==> config.mk <==
export PLATFORM = sky130hd
export DESIGN_NAME = cpu_controller_flat
export DESIGN_NICKNAME = d
export VERILOG_FILES = /design/src/rtl/cpu_pkg.sv /design/src/rtl/cpu_controller_if.sv /design/src/rtl/cpu_ctrl_decode.sv /design/src/rtl/cpu_controller.sv /design/src/flat_wrapper.sv
export SDC_FILE = /design/constraint.sdc
export NUM_CORES = 1
export LEC_CHECK = 0
export CORE_AREA = 2 2 62 70
export DETAILED_ROUTE_END_ITERATION = 10
export DIE_AREA = 0 0 64 72
export PLACE_DENSITY = 0.61
export SYNTH_ARGS = -nofsm -noshare
export SYNTH_HDL_FRONTEND = slang
export SYNTH_HIERARCHICAL = 1
export SYNTH_SLANG_ARGS = --single-unit
==> constraint.sdc <==
create_clock -name clk -period 4.3 [get_ports clk]
set_input_delay 0.645 -clock clk [delete_from_list [all_inputs] [get_ports clk]]
set_output_delay 0.645 -clock clk [all_outputs]
set_load 0.01 [all_outputs]
==> src/rtl/cpu_pkg.sv <==
// cpu_pkg: definitions shared by the 8-bit CPU controller, decoder and ALU.
//   - OPC_*      : 3-bit opcodes carried in IR[7:5]
//   - phase_t    : the eight sequencer phases, in execution order
//   - strobe_t   : bundle of datapath strobes produced by the decoder
//   - is_aluop() : true for the opcodes whose result comes through the ALU
package cpu_pkg;

  localparam logic [2:0] OPC_HLT = 3'b000;
  localparam logic [2:0] OPC_SKZ = 3'b001;
  localparam logic [2:0] OPC_ADD = 3'b010;
  localparam logic [2:0] OPC_AND = 3'b011;
  localparam logic [2:0] OPC_XOR = 3'b100;
  localparam logic [2:0] OPC_LDA = 3'b101;
  localparam logic [2:0] OPC_STO = 3'b110;
  localparam logic [2:0] OPC_JMP = 3'b111;

  typedef enum logic [2:0] {
    INST_ADDR  = 3'd0,
    INST_FETCH = 3'd1,
    INST_LOAD  = 3'd2,
    IDLE       = 3'd3,
    OP_ADDR    = 3'd4,
    OP_FETCH   = 3'd5,
    ALU_OP     = 3'd6,
    STORE      = 3'd7
  } phase_t;

  typedef struct packed {
    logic sel;
    logic rd;
    logic ld_ir;
    logic inc_pc;
    logic ld_pc;
    logic ld_ac;
    logic wr;
    logic data_e;
  } strobe_t;

  // Opcodes that read an operand from memory and write the accumulator.
  function automatic logic is_aluop(input logic [2:0] op);
    return (op == OPC_ADD) || (op == OPC_AND) || (op == OPC_XOR) || (op == OPC_LDA);
  endfunction

endpackage

==> src/rtl/cpu_controller_if.sv <==
// cpu_controller_if: signal bundle between the instruction sequencer and the
// IR/ALU/memory datapath.
//   master modport : the sequencer (reads opcode/zero/mem_ready/resume,
//                    drives strobes, halted, phase, retired)
//   slave modport  : the datapath side (the mirror image)
// RET_W must match the RET_W of the cpu_controller it is connected to.
interface cpu_controller_if #(
  parameter int RET_W = 16
);

  logic [2:0]       opcode;
  logic             zero;
  logic             mem_ready;
  logic             resume;
  logic [2:0]       alu_op;
  logic             sel;
  logic             rd;
  logic             ld_ir;
  logic             inc_pc;
  logic             ld_pc;
  logic             ld_ac;
  logic             wr;
  logic             data_e;
  logic             halted;
  logic [2:0]       phase;
  logic [RET_W-1:0] retired;

  modport master (
    input  opcode, zero, mem_ready, resume,
    output alu_op, sel, rd, ld_ir, inc_pc, ld_pc, ld_ac, wr, data_e,
    output halted, phase, retired
  );

  modport slave (
    output opcode, zero, mem_ready, resume,
    input  alu_op, sel, rd, ld_ir, inc_pc, ld_pc, ld_ac, wr, data_e,
    input  halted, phase, retired
  );

endinterface

==> src/rtl/cpu_ctrl_decode.sv <==
// cpu_ctrl_decode: purely combinational strobe table of the sequencer.
//   phase   in  current sequencer phase
//   opcode  in  IR[7:5]
//   zero    in  ALU accumulator-is-zero flag (only looked at in ALU_OP)
//   halted  in  halt latch; forces every strobe low except sel
//   strobes out decoded datapath strobes
// Stall phases (INST_FETCH, OP_FETCH) only ever carry sel/rd, so holding the
// phase never repeats a pulse strobe.
module cpu_ctrl_decode
  import cpu_pkg::*;
(
  input  phase_t     phase,
  input  logic [2:0] opcode,
  input  logic       zero,
  input  logic       halted,
  output strobe_t    strobes
);

  logic aluop;
  logic op_skz;
  logic op_jmp;
  logic op_sto;

  assign aluop  = is_aluop(opcode);
  assign op_skz = (opcode == OPC_SKZ);
  assign op_jmp = (opcode == OPC_JMP);
  assign op_sto = (opcode == OPC_STO);

  always_comb begin
    strobes = '0;
    if (halted) begin
      // Keep the address mux on the PC so the parked fetch address is stable.
      strobes.sel = 1'b1;
    end else begin
      case (phase)
        INST_ADDR: begin
          strobes.sel = 1'b1;
        end
        INST_FETCH: begin
          strobes.sel = 1'b1;
          strobes.rd  = 1'b1;
        end
        INST_LOAD, IDLE: begin
          strobes.sel   = 1'b1;
          strobes.rd    = 1'b1;
          strobes.ld_ir = 1'b1;
        end
        OP_ADDR: begin
          strobes.inc_pc = 1'b1;
        end
        OP_FETCH: begin
          strobes.rd = aluop;
        end
        ALU_OP: begin
          strobes.rd     = aluop;
          strobes.inc_pc = op_skz & zero;   // skip next instruction
          strobes.ld_pc  = op_jmp;
          strobes.data_e = op_sto;
        end
        STORE: begin
          strobes.rd     = aluop;
          strobes.ld_ac  = aluop;
          strobes.ld_pc  = op_jmp;
          strobes.wr     = op_sto;
          strobes.data_e = op_sto;
        end
      endcase
    end
  end

endmodule

==> src/rtl/cpu_controller.sv <==
// cpu_controller: eight-phase fetch/decode/execute sequencer of the 8-bit CPU.
//   clk  in  single clock, rising edge
//   rst  in  synchronous active-high reset
//   bus  master modport of cpu_controller_if:
//        opcode/zero/mem_ready/resume in; alu_op, sel, rd, ld_ir, inc_pc,
//        ld_pc, ld_ac, wr, data_e, halted, phase, retired out
// Holds the phase register, the halt latch, memory-wait stall logic and the
// retired-instruction counter; strobe decoding lives in cpu_ctrl_decode.
module cpu_controller
  import cpu_pkg::*;
#(
  parameter int RET_W = 16
) (
  input  logic            clk,
  input  logic            rst,
  cpu_controller_if.master bus
);

  phase_t           phase_reg, phase_next;
  logic             halted_reg, halted_next;
  logic [RET_W-1:0] retired_reg, retired_next;
  strobe_t          strobes;

  always_ff @(posedge clk) begin
    if (rst) begin
      phase_reg   <= INST_ADDR;
      halted_reg  <= 1'b0;
      retired_reg <= '0;
    end else begin
      phase_reg   <= phase_next;
      halted_reg  <= halted_next;
      retired_reg <= retired_next;
    end
  end

  always_comb begin
    phase_next   = phase_reg;
    halted_next  = halted_reg;
    retired_next = retired_reg;

    unique case (phase_reg)
      // Park here while halted; the edge that clears the latch still holds,
      // so the fetch restarts on the edge after resume.
      INST_ADDR:  if (!halted_reg) phase_next = INST_FETCH;
      INST_FETCH: if (bus.mem_ready) phase_next = INST_LOAD;
      OP_FETCH:   if (bus.mem_ready) phase_next = ALU_OP;
      STORE: begin
        phase_next   = INST_ADDR;
        retired_next = retired_reg + 1'b1;
      end
      default:    phase_next = phase_t'(phase_reg + 3'd1);
    endcase

    // A HLT is only decoded while running, so a resume arriving in the same
    // OP_ADDR cycle is ignored and the halt wins.
    if (halted_reg) begin
      if (bus.resume) halted_next = 1'b0;
    end else if (phase_reg == OP_ADDR && bus.opcode == OPC_HLT) begin
      halted_next = 1'b1;
    end
  end

  cpu_ctrl_decode u_decode (
    .phase   (phase_reg),
    .opcode  (bus.opcode),
    .zero    (bus.zero),
    .halted  (halted_reg),
    .strobes (strobes)
  );

  assign bus.alu_op  = bus.opcode;
  assign bus.sel     = strobes.sel;
  assign bus.rd      = strobes.rd;
  assign bus.ld_ir   = strobes.ld_ir;
  assign bus.inc_pc  = strobes.inc_pc;
  assign bus.ld_pc   = strobes.ld_pc;
  assign bus.ld_ac   = strobes.ld_ac;
  assign bus.wr      = strobes.wr;
  assign bus.data_e  = strobes.data_e;
  assign bus.halted  = halted_reg;
  assign bus.phase   = phase_reg;
  assign bus.retired = retired_reg;

endmodule

==> src/flat_wrapper.sv <==
// flat-port wrapper written by rule: the top's interface ports become plain ports
module cpu_controller_flat import cpu_pkg::*;
#(
  parameter int RET_W = 16
)
  (clk, rst, bus_opcode, bus_zero, bus_mem_ready, bus_resume, bus_alu_op, bus_sel, bus_rd, bus_ld_ir, bus_inc_pc, bus_ld_pc, bus_ld_ac, bus_wr, bus_data_e, bus_halted, bus_phase, bus_retired);
  cpu_controller_if #(.RET_W(RET_W)) bus_i ();
  input  logic clk;
  input  logic rst;
  input wire logic [$bits(bus_i.opcode)-1:0] bus_opcode;
  input wire logic [$bits(bus_i.zero)-1:0] bus_zero;
  input wire logic [$bits(bus_i.mem_ready)-1:0] bus_mem_ready;
  input wire logic [$bits(bus_i.resume)-1:0] bus_resume;
  output wire logic [$bits(bus_i.alu_op)-1:0] bus_alu_op;
  output wire logic [$bits(bus_i.sel)-1:0] bus_sel;
  output wire logic [$bits(bus_i.rd)-1:0] bus_rd;
  output wire logic [$bits(bus_i.ld_ir)-1:0] bus_ld_ir;
  output wire logic [$bits(bus_i.inc_pc)-1:0] bus_inc_pc;
  output wire logic [$bits(bus_i.ld_pc)-1:0] bus_ld_pc;
  output wire logic [$bits(bus_i.ld_ac)-1:0] bus_ld_ac;
  output wire logic [$bits(bus_i.wr)-1:0] bus_wr;
  output wire logic [$bits(bus_i.data_e)-1:0] bus_data_e;
  output wire logic [$bits(bus_i.halted)-1:0] bus_halted;
  output wire logic [$bits(bus_i.phase)-1:0] bus_phase;
  output wire logic [$bits(bus_i.retired)-1:0] bus_retired;
  assign bus_i.opcode = bus_opcode;
  assign bus_i.zero = bus_zero;
  assign bus_i.mem_ready = bus_mem_ready;
  assign bus_i.resume = bus_resume;
  assign bus_alu_op = bus_i.alu_op;
  assign bus_sel = bus_i.sel;
  assign bus_rd = bus_i.rd;
  assign bus_ld_ir = bus_i.ld_ir;
  assign bus_inc_pc = bus_i.inc_pc;
  assign bus_ld_pc = bus_i.ld_pc;
  assign bus_ld_ac = bus_i.ld_ac;
  assign bus_wr = bus_i.wr;
  assign bus_data_e = bus_i.data_e;
  assign bus_halted = bus_i.halted;
  assign bus_phase = bus_i.phase;
  assign bus_retired = bus_i.retired;
  cpu_controller #(.RET_W(RET_W)) u_core (.clk(clk), .rst(rst), .bus(bus_i));
endmodule
Yosys cells after proc, flatten, opt, wreduce, memory -nomap -nowiden. Cells that the tools add are included.

Register bits: 20. Input port bits: 8. Output and inout bits: 31. Logic and storage cells: 51.

Add/subtract/negate cells: 2. Equality and inequality tests: 17. Mux-type cells: 16. Bitwise logic cells: 1. Reduce and logical (&&, ||, !) cells: 12.

Operators with widths (number): $eq A3 B3 Y1 const B (8); $add A16 B1 Y16 const B (1); $eq A3 B2 Y1 const B (4); $pmux W3 S4 (1); $mux W3 (3); $mux W1 (8); $mux W7 (1); $eq A3 B1 Y1 const B (2); $logic_not A3 Y1 (2); $ne A2 B2 Y1 const B (3); $reduce_or A3 Y1 (2); $pmux W1 S2 (2); $reduce_or A2 Y1 (2); $reduce_or A4 Y1 (1); $add A3 B1 Y3 const B (1); $logic_or A1 B1 Y1 (3); $reduce_and A3 Y1 (1); $mux W2 (1); $and A1 B1 Y1 (1); $logic_and A1 B1 Y1 (1).

Depth between registers and ports, before layout. Gate-level depths: netlist of the first run.

Depth in word-level cells: 6. Depth in mapped cells: 7. Depth with buffers taken out: 6.

Cells and area by module. The synthesis of the first run kept the hierarchy.

By module, submodules not included: cpu_controller (times used 1, cells an instance 112, area an instance 1004.7 um^2, sequential area each 400.4 um^2); cpu_ctrl_decode (times used 1, cells an instance 17, area an instance 125.1 um^2, sequential area each 0.0 um^2).

Worst setup path after synthesis of the first run. Ideal clock, no wire load.

Path type: input-to-output. From: input port bus_opcode[1]. To: output port bus_inc_pc. Arrival time: 1.119 ns. Data required time: 3.655 ns. Slack: 2.536 ns. Stages: 2. Path buffers: 0. Cell sequence: nand4bb_1 -> a211oi_2.

Word-level cells in the longest chain between the ends: 4.

Ends and longest elaborated chain: start, declared (line flat_wrapper.sv:10) `input wire logic [$bits(bus_i.opcode)-1:0] bus_opcode;`; $eq A3 B1 Y1 (line cpu_ctrl_decode.sv:25) `assign op_skz = (opcode == OPC_SKZ);`; $and A1 B1 Y1 (line cpu_ctrl_decode.sv:56) `strobes.inc_pc = op_skz & zero;`; $pmux W1 S2 (line cpu_ctrl_decode.sv:35) `case (phase)`; $mux W7 (line cpu_ctrl_decode.sv:31) `if (halted) begin`; end, declared (line flat_wrapper.sv:18) `output wire logic [$bits(bus_i.inc_pc)-1:0] bus_inc_pc;`.

Every way passes these cells.

Worst setup path in the final report of the first run.
From: input port bus_opcode[2]. To: output port bus_rd.

Word-level cells in the longest chain between the ends: 6. Elaborated cells between the ends (all ways): 9. Those cells by class: eq/ne (4); mux (2); reduce/logical (3).

Ends and longest elaborated chain: $eq A3 B2 Y1 (line cpu_pkg.sv:41) `return (op == OPC_ADD) || (op == OPC_AND) || (op == OPC_XOR) || (op == OPC_LDA);`; $logic_or A1 B1 Y1 (2 in a row) (line cpu_pkg.sv:41); $logic_or A1 B1 Y1 * (line cpu_pkg.sv:41); $pmux W1 S2 * (line cpu_ctrl_decode.sv:35); $mux W7 * (line cpu_ctrl_decode.sv:31); end, declared (line flat_wrapper.sv:16) `output wire logic [$bits(bus_i.rd)-1:0] bus_rd;`.

Mark *: on every way between the ends. The rest lies on a longest branch, timed or not.

==> flow_metrics.py, run 1 <==
metrics = {
    "synthesis": {
        "ys_top_cells_by_area": "dfxtp_1, xnor2_1, nor2_1",
        "syn_avg_cell_area_um2": 8.758,
        "yosys.area.top_type": "dfxtp_1",
        "ys_top_cells_by_count": "nor2_1, dfxtp_1, xnor2_1",
        "synthArstFlopShare": 0,
        "synth_fp_nets": 142,
        "synth.distinct_cells": 32,
        "synth_top_area_frac": 0.3544,
        "syn_inst": 129,
        "syn_area_mm2": 0.001130,
        "synth_most_common_cell": "nor2_1",
        "ys_ff_latch": 20,
        "synth-seq-area-share": 0.3544,
        "yosysWarnings": 6,
        "ys.flop_type": "dfxtp_1",
        "synth_edf_count": 0,
    },
    "timing": {
        "setup_ws_ps": 1443,
        "fin_skew_ps": 0.8565,
        "tightest_slew_ps": 733.6,
        "max_clock_freq_mhz": 350.1,
        "min_period_ps": 2857,
        "rsz0062_at_grt": "no",
        "fin_tns_setup_ps": 0,
        "period_share": 0.6643,
        "drv_slew": 0,
        "setup_violations": 0,
        "slew_headroom": 0.5094,
        "hold_violations": 0,
    },
    "outcome": {
        "outcome": "completed",
    },
    "worst_setup_path": {
        "worstPathMaxFanout": 6,
        "worstPathRequired_ps": 3650,
        "critical_path_class": "primary input to output port",
        "cp-start-kind": "primary input",
        "ff2ff_setup_slack_ps": 2250,
        "arrival_ps": 2210,
        "worstSetupEndpointType": "output port",
    },
    "finish": {
        "syn_to_final_growth_pct": 42.41,
        "finish.instance_area_mm2": 0.001609,
        "diodes": 0,
        "multi_input_area_um2": 661.9,
        "fin_cells": 217,
        "finalNetCount": 179,
        "regArea_um2": 400.4,
        "drive_above_1_share": 0.09697,
        "nFillCells": 385,
        "largest_reg_flops": 16,
    },
    "cts": {
        "cts-buffers-inserted": 3,
        "cts.htree.levels": 1,
        "cts_max_path_buffers": 2,
        "cts_resized": 0,
        "clk_latency_ps": 250,
        "cts_hold_buf": 0,
        "clk_pin_slew_ps": 80,
        "cts_setup_buffers": 0,
        "cts_tree": "done",
        "clock-sinks": 20,
        "cts_root_buf": "clkbuf_8",
    },
    "global_route": {
        "grt_pass1_wl_um": 4526,
        "antenna_found_initial": 0,
        "gr-total-overflow": 0,
        "grt_max_degree": 21,
        "grt_pass1_vias": 998,
        "grt_use_total": 0.1210,
    },
    "floorplanning": {
        "fp.dieArea_mm2": 0.004608,
        "ios": 39,
        "die_x_um": 64,
        "die_h_um": 72,
        "start_util": 0.2917,
        "core_area_mm2": 0.003874,
        "num_rows": 24,
    },
    "pwr": {
        "p_per_area_mw_per_mm2": 349.7,
        "finalPower_mw": 0.5626,
        "max-vdd-ir-drop_mv": 0.1505,
        "power_leakage_nw": 0.5587,
    },
    "route": {
        "wl_per_cell_um": 12.15,
        "routed_via_density": 4.636,
        "drc": 0,
        "dr.pass1.iters": 4,
        "vias": 1006,
        "postRouteAntennaNets": 0,
        "wirelength_um": 2636,
        "drt_iter0_drc": 31,
    },
    "placed_design": {
        "dp_hpwl_um": 1934,
        "place_area_mm2": 0.001538,
        "dp_slack_ps": 1436,
        "dp_cells": 213,
        "gp_congestion": 0.7668,
        "io_buffers": 38,
    },
    "job": {
        "cap_violations": 0,
    },
    "hold_path": {
        "min_path_type": "flip-flop to flip-flop",
    },
}
placed cells by master (no fill, tap or decap):
cell type | netlist | routed
nor4_2 | 3 | 3
or3_1 | 3 | 3
o2bb2ai_1 | 1 | 1
ha_1 | 5 | 5
or2_2 | 1 | 1
xor2_1 | 3 | 3
nor3_1 | 5 | 5
mux2_2 | 1 | 1
a211oi_2 | 1 | 1
dfxtp_1 | 20 | 20
and3b_1 | 1 | 1
mux2i_1 | 3 | 3
o221a_2 | 1 | 1
o211ai_1 | 1 | 1
xnor2_1 | 11 | 11
clkbuf_8 | 0 | 3
nor4_1 | 2 | 2
and4_1 | 1 | 1
and3_1 | 1 | 1
inv_1 | 8 | 8
a21oi_1 | 4 | 4
clkdlybuf4s50_1 | 0 | 38
nand4_4 | 1 | 1
nand4_2 | 3 | 3
nand4_1 | 2 | 2
nor2_1 | 21 | 21
nand2_1 | 10 | 10
nand2b_1 | 3 | 3
o21ai_0 | 1 | 1
nand4bb_1 | 1 | 1
nand2b_2 | 1 | 1
nand3_1 | 4 | 4
bufinv_16 | 0 | 1
per-layer routing:
metal / part of all wire / up-vias / global-route usage
li1: - / 510 / -
met1: 0.47 / 461 / 0.1513
met2: 0.47 / 33 / 0.2106
met3: 0.064 / 2 / 0.02636
met4: 0.0046 / 0 / 0.03140
met5: 0 / - / 0
where the power goes:
group	switching [mW]	leakage (nW)	internal [mW]	total [mW]
Clock	0.0632	0.0357	0.124	0.187
Sequential	0.0264	0.162	0.195	0.221
Combinational	0.0676	0.362	0.0866	0.154
Total	0.157	0.559	0.405	0.563
cell type report:
| cell class | count | share of cell area |
|---|---|---|
| clock buffers | 3 | 0.02566 |
| clock inverters | 1 | 0.01866 |
| inverters | 8 | 0.01866 |
| multi-input cells | 95 | 0.4114 |
| flip-flops and latches | 20 | 0.2488 |
| well taps | 52 | 0.04044 |
| repair buffers | 38 | 0.2364 |
cell families (layout without fill, tap and decap cells):
family | Yosys count | after routing | synth area share
compound gates | 9 | 9 | 0.05758
buf+inv | 14 | 50 | 0.05981
mux | 4 | 4 | 0.03655
xor+xnor | 14 | 14 | 0.1085
flops | 20 | 20 | 0.3544
fa+ha+maj | 5 | 5 | 0.05537
simple gates | 63 | 63 | 0.3278
path summary, 6_finish.rpt:
kind                     startpoint                endpoint  cells past startpoint
min reg2reg  u_core/bus.retired[15]  u_core/bus.retired[15]                      2
min          u_core/bus.retired[15]  u_core/bus.retired[15]                      2
max                   bus_opcode[2]                  bus_rd                      4
max reg2reg     u_core/bus.phase[1]  u_core/bus.retired[15]                      6
stage by stage:
stage          hold WS (ps)  utilization
2_1_floorplan         538.1            -
3_5_place_dp          514.3       0.3970
3_3_place_gp          507.4       0.3970
5_1_grt               560.9       0.4154
4_1_cts               535.4       0.4154
6_report              524.4       0.4154
worst max-delay path, cell delays in order:
cell and delay [ps]:
clkdlybuf4s50_1 580, xor2_1 240, o221a_2 220, clkdlybuf4s50_1 520
Power figures use the tool's default switching activity.
==> inputs of run 2 (changes only) <==
--- a/config.mk
+++ b/config.mk
@@ -8,7 +8,7 @@
 export CORE_AREA = 2 2 62 70
 export DETAILED_ROUTE_END_ITERATION = 10
 export DIE_AREA = 0 0 64 72
-export PLACE_DENSITY = 0.61
+export PLACE_DENSITY = 0.63
 export SYNTH_ARGS = -nofsm -noshare
 export SYNTH_HDL_FRONTEND = slang
 export SYNTH_HIERARCHICAL = 1
==> constraint.sdc (replaced) <==
create_clock -name clk -period 2.4 [get_ports clk]
set_input_delay 0.36 -clock clk [delete_from_list [all_inputs] [get_ports clk]]
set_output_delay 0.36 -clock clk [all_outputs]
set_load 0.01 [all_outputs]
==> run 2 against run 1 <==
Final area hardly changed. Via count fell by 0.70%. Routed wire length is 4.1% lower. Largest cell class unchanged.
==> flow_metrics.py, run 2 (synthesized netlist as in run 1, its figures left out) <==
metrics = {
    "outcome": {
        "outcome": "completed",
    },
    "timing": {
        "hold_ws_ps": 533.1,
        "rsz0062_at_grt": "no",
        "min_period_ps": 2244,
        "fin_tns_setup_ps": 0,
        "tightest_slew_ps": 745.4,
        "hold_violations": 0,
        "slew_headroom": 0.5015,
        "period_share": 0.9351,
        "max_clock_freq_mhz": 445.6,
        "fin_skew_ps": 3.542,
        "setup_ws_ps": 155.9,
        "drv_slew": 0,
        "setup_violations": 0,
    },
    "worst_setup_path": {
        "cpPeakStageDelay_ps": 560,
        "worstPathRequired_ps": 2040,
        "rr_worst_depth": 5,
        "cp_common_cell": "clkdlybuf4s50_1",
        "path_cells": "clkdlybuf4s50_1 -> nand4bb_1 -> a211oi_2 -> clkdlybuf4s50_1",
        "worstSetupEndpointType": "output port",
        "path_depth": 4,
        "slowest_stage": "clkdlybuf4s50_1",
        "cp-start-kind": "primary input",
        "worstPathMaxFanout": 6,
        "critical_path_class": "primary input to output port",
        "cp_num_buf_inv": 2,
        "crit_family": "buffers and inverters",
        "arrival_ps": 1880,
    },
    "global_route": {
        "grt_use_total": 0.1082,
        "grt_pass1_wl_um": 4057,
        "grt_max_degree": 21,
        "grt_pass1_vias": 947,
        "gr-total-overflow": 0,
        "antenna_found_initial": 0,
    },
    "finish": {
        "largest_reg_flops": 16,
        "nFillCells": 383,
        "layout_common_cells": "clkdlybuf4s50_1, nor2_1, dfxtp_1",
        "drive_above_1_share": 0.1078,
        "syn_to_final_growth_pct": 42.30,
        "finalNetCount": 181,
        "layout_commonest_cell": "clkdlybuf4s50_1",
        "fin_cells": 219,
        "diodes": 0,
    },
    "route": {
        "drt_iter0_drc": 18,
        "wirelength_um": 2528,
        "routed_via_density": 4.562,
        "dr.pass1.iters": 4,
        "vias": 999,
        "drc": 0,
        "postRouteAntennaNets": 0,
        "wl_per_cell_um": 11.54,
    },
    "floorplanning": {
        "num_rows": 24,
        "die_x_um": 64,
        "start_util": 0.2917,
        "die_h_um": 72,
        "ios": 39,
        "core_area_mm2": 0.003874,
        "fp.dieArea_mm2": 0.004608,
    },
    "job": {
        "cap_violations": 0,
    },
    "placed_design": {
        "dp_cells": 215,
        "io_buffers": 38,
        "dp_hpwl_um": 1863,
        "gp_congestion": 0.6932,
        "dp_slack_ps": 148.0,
    },
    "cts": {
        "cts_max_path_buffers": 2,
        "clk_pin_slew_ps": 70,
        "cts.htree.levels": 1,
        "cts_resized": 0,
        "cts_setup_buffers": 0,
        "cts_root_buf": "clkbuf_8",
        "cts_tree": "done",
        "cts-buffers-inserted": 3,
        "clock-sinks": 20,
        "cts_hold_buf": 0,
        "clk_latency_ps": 260,
    },
    "pwr": {
        "max-vdd-ir-drop_mv": 0.2368,
        "power_leakage_nw": 0.5621,
        "p_per_area_mw_per_mm2": 592.4,
    },
    "hold_path": {
        "min_path_type": "flip-flop to flip-flop",
        "whs_path_depth": 2,
    },
}
==> run 2: tightest hold or removal path: cells and delay by family, from the launching register on <==
family | cells | cell delay, ps
DFF | 1 | 350
xor gates and xnor gates | 1 | 80
and+or+nand+nor | 1 | 70
==> run 2: stage by stage <==
step           utilization  power, mW  instance area [µm²]
3_5_place_dp        0.4008     0.7122                 1553
3_3_place_gp        0.4008     0.6958                 1553
4_1_cts             0.4151     0.9665                 1608
5_1_grt             0.4151      1.006                 1608
2_1_floorplan            -     0.5573                 1130
6_report            0.4151     0.9524                 1608
==> run 2: metal layers <==
layer	GRT usage	up-vias	routed length, µm
met4	0.03623	0	25
met2	0.1806	32	1141
met1	0.1376	449	1204
met3	0.02481	4	156
met5	0	-	0
li1	-	514	-
==> run 2: layout make-up <==
type	count	area, µm²	share of cell area
Tap cell	52	65.06	0.04047
Inverter	8	30.03	0.01868
Timing Repair Buffer	40	395.4	0.2459
Sequential cell	20	400.4	0.2490
Clock buffer	4	55.05	0.03424
Multi-Input combinational cell	95	661.9	0.4117
==> run 2: worst paths after layout <==
kind,startpoint,end,slack (ps)
worst max-delay path,bus_opcode[1],bus_inc_pc,160
worst min-delay path,u_core/bus.retired[15],u_core/bus.retired[15],530
worst max register to register,u_core/bus.phase[2],u_core/bus.retired[13],420
worst min register to register,u_core/bus.retired[15],u_core/bus.retired[15],530
==> run 2: power breakdown <==
part	switching [mW]	total, mW	internal (mW)
clock network	0.107	0.253	0.146
logic	0.162	0.340	0.177
registers	0.0107	0.360	0.349
